## src/rtl/float_result_queue_pkg.sv

```systemverilog
// Shared float definitions for the result queue: flag bit indices, widths,
// half-precision constants and the packed queue entry.
package float_result_queue_pkg;

    localparam int FLAG_W   = 5;
    localparam int FLAG_NV  = 4;
    localparam int FLAG_DZ  = 3;
    localparam int FLAG_OF  = 2;
    localparam int FLAG_UF  = 1;
    localparam int FLAG_NX  = 0;
    localparam int RESULT_W = 32;
    localparam int ENTRY_W  = RESULT_W + FLAG_W;

    localparam logic [15:0] INF_H  = 16'h7C00;
    localparam logic [15:0] NAN_H  = 16'h7E00;
    localparam logic [15:0] ZERO_H = 16'h0000;

    typedef struct packed {
        logic [RESULT_W-1:0] result;
        logic [FLAG_W-1:0]   flags;
    } entry_t;

    function automatic entry_t pack_entry(input logic [RESULT_W-1:0] r,
                                          input logic [FLAG_W-1:0] f);
        entry_t e;
        e.result = r;
        e.flags  = f;
        return e;
    endfunction

endpackage

```

## src/rtl/float_result_fifo_mem.sv

```systemverilog
// Circular storage for the result queue. Pointers wrap modulo DEPTH (a power
// of two); occupancy tracking lives in the parent.
module float_result_fifo_mem #(
    parameter int DEPTH = 4,
    parameter int WIDTH = 37
) (
    input  logic             clk,
    input  logic             rst_n,
    input  logic             wr_en,
    input  logic [WIDTH-1:0] wr_data,
    input  logic             rd_en,
    output logic [WIDTH-1:0] rd_data
);

    localparam int AW = $clog2(DEPTH);

    logic [WIDTH-1:0] mem [DEPTH];
    logic [AW-1:0]    wr_ptr;
    logic [AW-1:0]    rd_ptr;

    always_ff @(posedge clk or negedge rst_n) begin
        if (!rst_n) begin
            wr_ptr <= '0;
            rd_ptr <= '0;
        end else begin
            if (wr_en) wr_ptr <= wr_ptr + AW'(1);
            if (rd_en) rd_ptr <= rd_ptr + AW'(1);
        end
    end

    // Data array has no reset; the parent masks it whenever the queue is empty.
    always_ff @(posedge clk) begin
        if (wr_en) mem[wr_ptr] <= wr_data;
    end

    assign rd_data = mem[rd_ptr];

endmodule

```

## src/rtl/float_result_queue.sv

```systemverilog
// Result queue between float_alu and its consumer, with optional sticky
// exception-flag accumulation enabled by FLOAT_STICKY_FLAGS_EN.
module float_result_queue
    import float_result_queue_pkg::*;
#(
    parameter int DEPTH = 4
) (
    input  logic                    clk,
    input  logic                    rst_n,
    input  logic                    valid_in,
    output logic                    ready_out,
    input  logic [RESULT_W-1:0]     result_in,
    input  logic [FLAG_W-1:0]       flags_in,
    output logic                    valid_out,
    input  logic                    ready_in,
    output logic [RESULT_W-1:0]     result,
    output logic [FLAG_W-1:0]       flags,
    output logic [$clog2(DEPTH):0]  count,
`ifdef FLOAT_STICKY_FLAGS_EN
    output logic [FLAG_W-1:0]       sticky_flags,
`endif
    input  logic                    clear_flags
);

    localparam int CW = $clog2(DEPTH) + 1;
    localparam logic [CW-1:0] FULL_CNT = CW'(DEPTH);

    // Handshake: a transfer happens on any rising edge where valid and ready are
    // both high; valid never waits on ready, and ready_out has no pop lookahead.
    logic   started;
    logic   push;
    logic   pop;
    entry_t head_mem;
    entry_t last_q;
    entry_t head;

    always_ff @(posedge clk or negedge rst_n) begin
        if (!rst_n) started <= 1'b0;
        else        started <= 1'b1;
    end

    assign ready_out = started && (count != FULL_CNT);
    assign valid_out = (count != '0);
    assign push      = valid_in && ready_out;
    assign pop       = valid_out && ready_in;

    always_ff @(posedge clk or negedge rst_n) begin
        if (!rst_n) begin
            count <= '0;
        end else if (push && !pop) begin
            count <= count + CW'(1);
        end else if (pop && !push) begin
            count <= count - CW'(1);
        end
    end

    float_result_fifo_mem #(
        .DEPTH (DEPTH),
        .WIDTH (ENTRY_W)
    ) u_mem (
        .clk     (clk),
        .rst_n   (rst_n),
        .wr_en   (push),
        .wr_data (pack_entry(result_in, flags_in)),
        .rd_en   (pop),
        .rd_data (head_mem)
    );

    // When empty the outputs show the most recently popped entry.
    always_ff @(posedge clk or negedge rst_n) begin
        if (!rst_n)   last_q <= '0;
        else if (pop) last_q <= head_mem;
    end

    assign head   = valid_out ? head_mem : last_q;
    assign result = head.result;
    assign flags  = head.flags;

`ifdef FLOAT_STICKY_FLAGS_EN
    always_ff @(posedge clk or negedge rst_n) begin
        if (!rst_n) begin
            sticky_flags <= '0;
        end else if (push) begin
            sticky_flags <= (clear_flags ? '0 : sticky_flags) | flags_in;
        end else if (clear_flags) begin
            sticky_flags <= '0;
        end
    end
`else
    logic unused_clear_flags;
    assign unused_clear_flags = clear_flags;
`endif

endmodule

```

## config.mk

```make
export PLATFORM = sky130hd
export DESIGN_NAME = float_result_queue
export DESIGN_NICKNAME = d
export VERILOG_FILES = /design/src/rtl/float_result_queue_pkg.sv /design/src/rtl/float_result_fifo_mem.sv /design/src/rtl/float_result_queue.sv
export SDC_FILE = /design/constraint.sdc
export NUM_CORES = 1
export LEC_CHECK = 0
export ABC_AREA = 0
export BUFFER_PORTS_ARGS = -buffer_cell sky130_fd_sc_hd__buf_4
export CELL_PAD_IN_SITES_DETAIL_PLACEMENT = 1
export CELL_PAD_IN_SITES_GLOBAL_PLACEMENT = 1
export CORE_MARGIN = 2
export CORE_UTILIZATION = 45
export DETAILED_ROUTE_END_ITERATION = 6
export MAX_ROUTING_LAYER = met4
export PLACE_DENSITY_LB_ADDON = 0.1
export SKIP_LAST_GASP = 1
export SYNTH_ARGS = -nofsm -noshare
export SYNTH_HDL_FRONTEND = slang
export SYNTH_SLANG_ARGS = --single-unit
```

## constraint.sdc

```tcl
create_clock -name clk -period 3.9 [get_ports clk]
set_input_delay 0.585 -clock clk [delete_from_list [all_inputs] [get_ports clk]]
set_output_delay 0.585 -clock clk [all_outputs]
set_load 0.01 [all_outputs]
```

==> results.toml <==
[status]
run_status = "finished clean"

[power_and_ir_drop]
power.share.combinational_pct = 32.9
switchingPower_mw = 2.049
clkPwrFrac_pct = 25.9
power_per_cell_area_nw_per_um2 = 783.2
power_leakage_nw = 3.302
power.share.sequential_pct = 41.2
irDropWorstVdd_uv = 354.1
p_sw_share_pct = 28.68
p_int_mw = 5.096

[placement]
placed_cell_area_um2 = 8491
dp_hpwl_um = 8623
finalWeightedCongestion = 0.6660
placed_cells = 644
portBuffers = 82

[synthesis]
synth_top_family_by_area = "multiplexers"
synth_compound_gate_area_share_pct = 0.2453
yosys-top-cells-count = "148 x sky130_fd_sc_hd__edfxtp_1, 66 x sky130_fd_sc_hd__mux2_2, 45 x sky130_fd_sc_hd__dfrtp_1, 37 x sky130_fd_sc_hd__mux4_2, 10 x sky130_fd_sc_hd__mux2_4"
synth-simple-area-share_pct = 0.6705
synth_cell_type_count = 23
synth_warnings = 0
post_synth.cell_area_avg_um2 = 21.86
synth_area_leaders = "sky130_fd_sc_hd__edfxtp_1 58%, sky130_fd_sc_hd__dfrtp_1 15%, sky130_fd_sc_hd__mux4_2 11%, sky130_fd_sc_hd__mux2_2 9.7%, sky130_fd_sc_hd__mux2_4 2.0%"
synth_xor_xnor_area_share_pct = 0.6868
synth_ff_type = "sky130_fd_sc_hd__edfxtp_1"
library_cell_with_the_largest_summed_area_after_synthesis = "sky130_fd_sc_hd__edfxtp_1"
synth_top_area_share_pct = 58.09
async_reset_ff_share_pct = 23.32
synth_enable_flop_cells = 148
post_synthesis_mux_area_share_pct = 22.57
synth.yosys.seq_area_share_pct = 72.80
synthesis.area_um2 = 7651
ys_seq_elements = 193
synth_adder_area_share_pct = 1.079
most_common_cell_in_the_netlist = "sky130_fd_sc_hd__edfxtp_1"
post_synth_inst_count = 350
syn_nets = 398

[critical_path]
timing.critical_path.fanout_max = 30
cp.required_ns = 3.31
cp.buffers_inverters = 2
crit_path_max_incr_delay_ns = 0.68
timing.critical_path.from_type = "register"
crit_type = "reg -> out"
crit_path_frequent_cell = "sky130_fd_sc_hd__buf_4"
rr_startpoint = "count[0]"
worstSetupEndpointType = "output port"
arrival_ns = 2.52
critical_path.startpoint = "count[0]"
critical_path.cell_chain = "or3_2 -> buf_4 -> mux2_4 -> buf_4"
critical-path-top-delay-family = "simple AND/OR/NAND/NOR gates"
crit_path_top_delay_cell = "sky130_fd_sc_hd__or3_2"

[floorplanning]
die_height_um = 134.4
die_area_um2 = 18060
floorplan.die.width_um = 134.4
placementRows = 47
core_area_um2 = 16580
top_level_ports = 84
initial_utilization_pct = 46.14

[cells_and_area]
nFillCells = 1490
final_layout_size_suffix_gt1_share_pct = 53.29
fin_cells = 676
post-route-cell-area_um2 = 9123
num_antenna_cells = 0
nets = 491
area.growth.synth_to_final_pct = 19.23

[drt]
firstDrtPassIters = 4
drtAntennaViolNets = 0
detail_route.vias_per_cell = 5.195
highest_layer = "met4"
drc = 0
wl_um = 14680
num_vias = 3512
drtIter0Drc = 183
dr_wl_met3_um = 469
detail_route.wl_per_cell_um = 21.72
wl_met2_um = 7861
m1WireLength_um = 6170

[timing]
hold_ws_ns = 0.2048
max_slew_margin_pct = 45.23
fin_crit_ns = 3.104
slew_viol_final = 0
worst_slew_pin_slew_ns = 0.8215
timing.final.crit_share_pct = 79.58
hold_viol_final = 0
tns_ns = 0
report.final.setup_viol = 0
rsz0062_at_grt = "no"
finClkSkew_ns = 0.01060
timing.fmax_mhz = 322.2

[global_routing]
global_route_usage_sum_pct = 18.29
gr-total-overflow = 0
wire_length_of_the_first_global_routing_pass_um = 23310
pin_count_of_the_biggest_net_entering_global_routing = 46
initial_antenna_violation_count = 0
first_global_vias = 4039

[worst_hold_path]
timing.hold.worst.class = "in -> async"

[clock_tree]
cts_tree = "built"
clk_pin_slew_ns = 0.07
cts.htree.levels = 4
tritoncts.num_buffers = 17
cts.sink_count = 193
library_cell_used_as_clock_root_buffer = "sky130_fd_sc_hd__clkbuf_16"
cts-resized-gates = 0
cts_setup_buffers = 0
worst_skew_pair.late_latency_ns = 0.43
number_of_buffers_inserted_by_hold_repair_at_cts = 0
maximum_clock_path_buffer_count = 2

[flow_run]
max_cap_violations = 0
[sequential cells by signal, summed over array words and instances (netlist names)]
signal        count
last_q           37
u_mem.rd_ptr      2
u_mem.wr_ptr      2
count             3
started           1
u_mem.mem       148
[logic make-up (layout without fill, tap and decap cells)]
| kind of cell | count (synthesis) | in the layout |
|---|---|---|
| AO/OA/AOI/OAI | 2 | 2 |
| XOR/XNOR | 6 | 6 |
| adder cells (fa/ha/maj) | 6 | 6 |
| buffers and inverters | 21 | 127 |
| flip-flops | 193 | 193 |
| multiplexers | 113 | 113 |
| other | 1 | 1 |
| AND/OR/NAND/NOR | 8 | 8 |
[area by class of cell]
type | instances | area [um2] | area share (%)
inverters | 4 | 15.01 | 0.1646
multi-input cells | 136 | 1942 | 21.29
repair buffers | 91 | 683.2 | 7.489
clock inverters | 15 | 206.4 | 2.263
well taps | 220 | 275.3 | 3.017
flip-flops and latches | 193 | 5575 | 61.12
clock buffers | 17 | 425.4 | 4.663
[stage by stage]
stage / setup WS, ns / total power [mW] / util, %
floorplan: 1.559 / 4.500 / -
global placement: 1.220 / 5.316 / 51.20
detailed placement: 1.223 / 5.395 / 51.20
CTS: 0.7516 / 7.261 / 55.01
global route: 0.6628 / 7.551 / 55.01
finish: 0.7964 / 7.145 / 55.01
[metal layers]
layer  vias up  track usage, %
met5         -               -
met4         0           5.263
met3        15           4.422
met2        62           30.33
met1      1855           22.57
li1       1580               -
[worst paths after layout]
kind                               endpoint  slack (ns)  depth (start not counted)
max                              result[22]        0.80                          4
min                              last_q[23]        0.20                          1
max reg2reg                        count[2]        1.45                          8
min reg2reg                      last_q[10]        0.50                          1
max in group asynchronous   u_mem.rd_ptr[0]        3.16                          1
min in group clk           u_mem.mem[3][29]        0.35                          1
[power by group through the flow]
stage / Sequential (mW) / Clock (mW) / Combinational, mW
final: 2.95 / 1.85 / 2.35
after global routing: 3.02 / 1.97 / 2.56
after CTS: 2.96 / 1.90 / 2.40
after detailed placement: 3.00 / 0 / 2.39
after global placement: 2.97 / 0 / 2.34
after floorplan: 2.80 / 0 / 1.70
[cell usage in the layout (no fill, tap or decap), types with 3 or more instances in the layout]
master                       synthesis  layout
sky130_fd_sc_hd__mux4_2             37      37
sky130_fd_sc_hd__clkbuf_16           0      17
sky130_fd_sc_hd__ha_1                5       5
sky130_fd_sc_hd__inv_6               0       3
sky130_fd_sc_hd__xnor2_1             5       5
sky130_fd_sc_hd__inv_1               4       4
sky130_fd_sc_hd__dfrtp_1            45      43
sky130_fd_sc_hd__mux2_4             10      10
sky130_fd_sc_hd__bufinv_16           0       4
sky130_fd_sc_hd__buf_4               2      91
sky130_fd_sc_hd__edfxtp_1          148     148
sky130_fd_sc_hd__mux2_2             66      66
sky130_fd_sc_hd__and2_2              0       4
sky130_fd_sc_hd__clkinvlp_4          0       6
[worst reg2reg max path: stages, from the launching register on]
cell                      delay, ns
sky130_fd_sc_hd__dfrtp_1       0.47
sky130_fd_sc_hd__or3_2         0.68
sky130_fd_sc_hd__nand2_4       0.15
sky130_fd_sc_hd__ha_1          0.20
sky130_fd_sc_hd__inv_1         0.06
sky130_fd_sc_hd__fa_1          0.37
sky130_fd_sc_hd__xor2_1        0.17
sky130_fd_sc_hd__nor2_1        0.13
sky130_fd_sc_hd__xnor2_1       0.14
No activity file was read; power rests on OpenSTA's default activity.
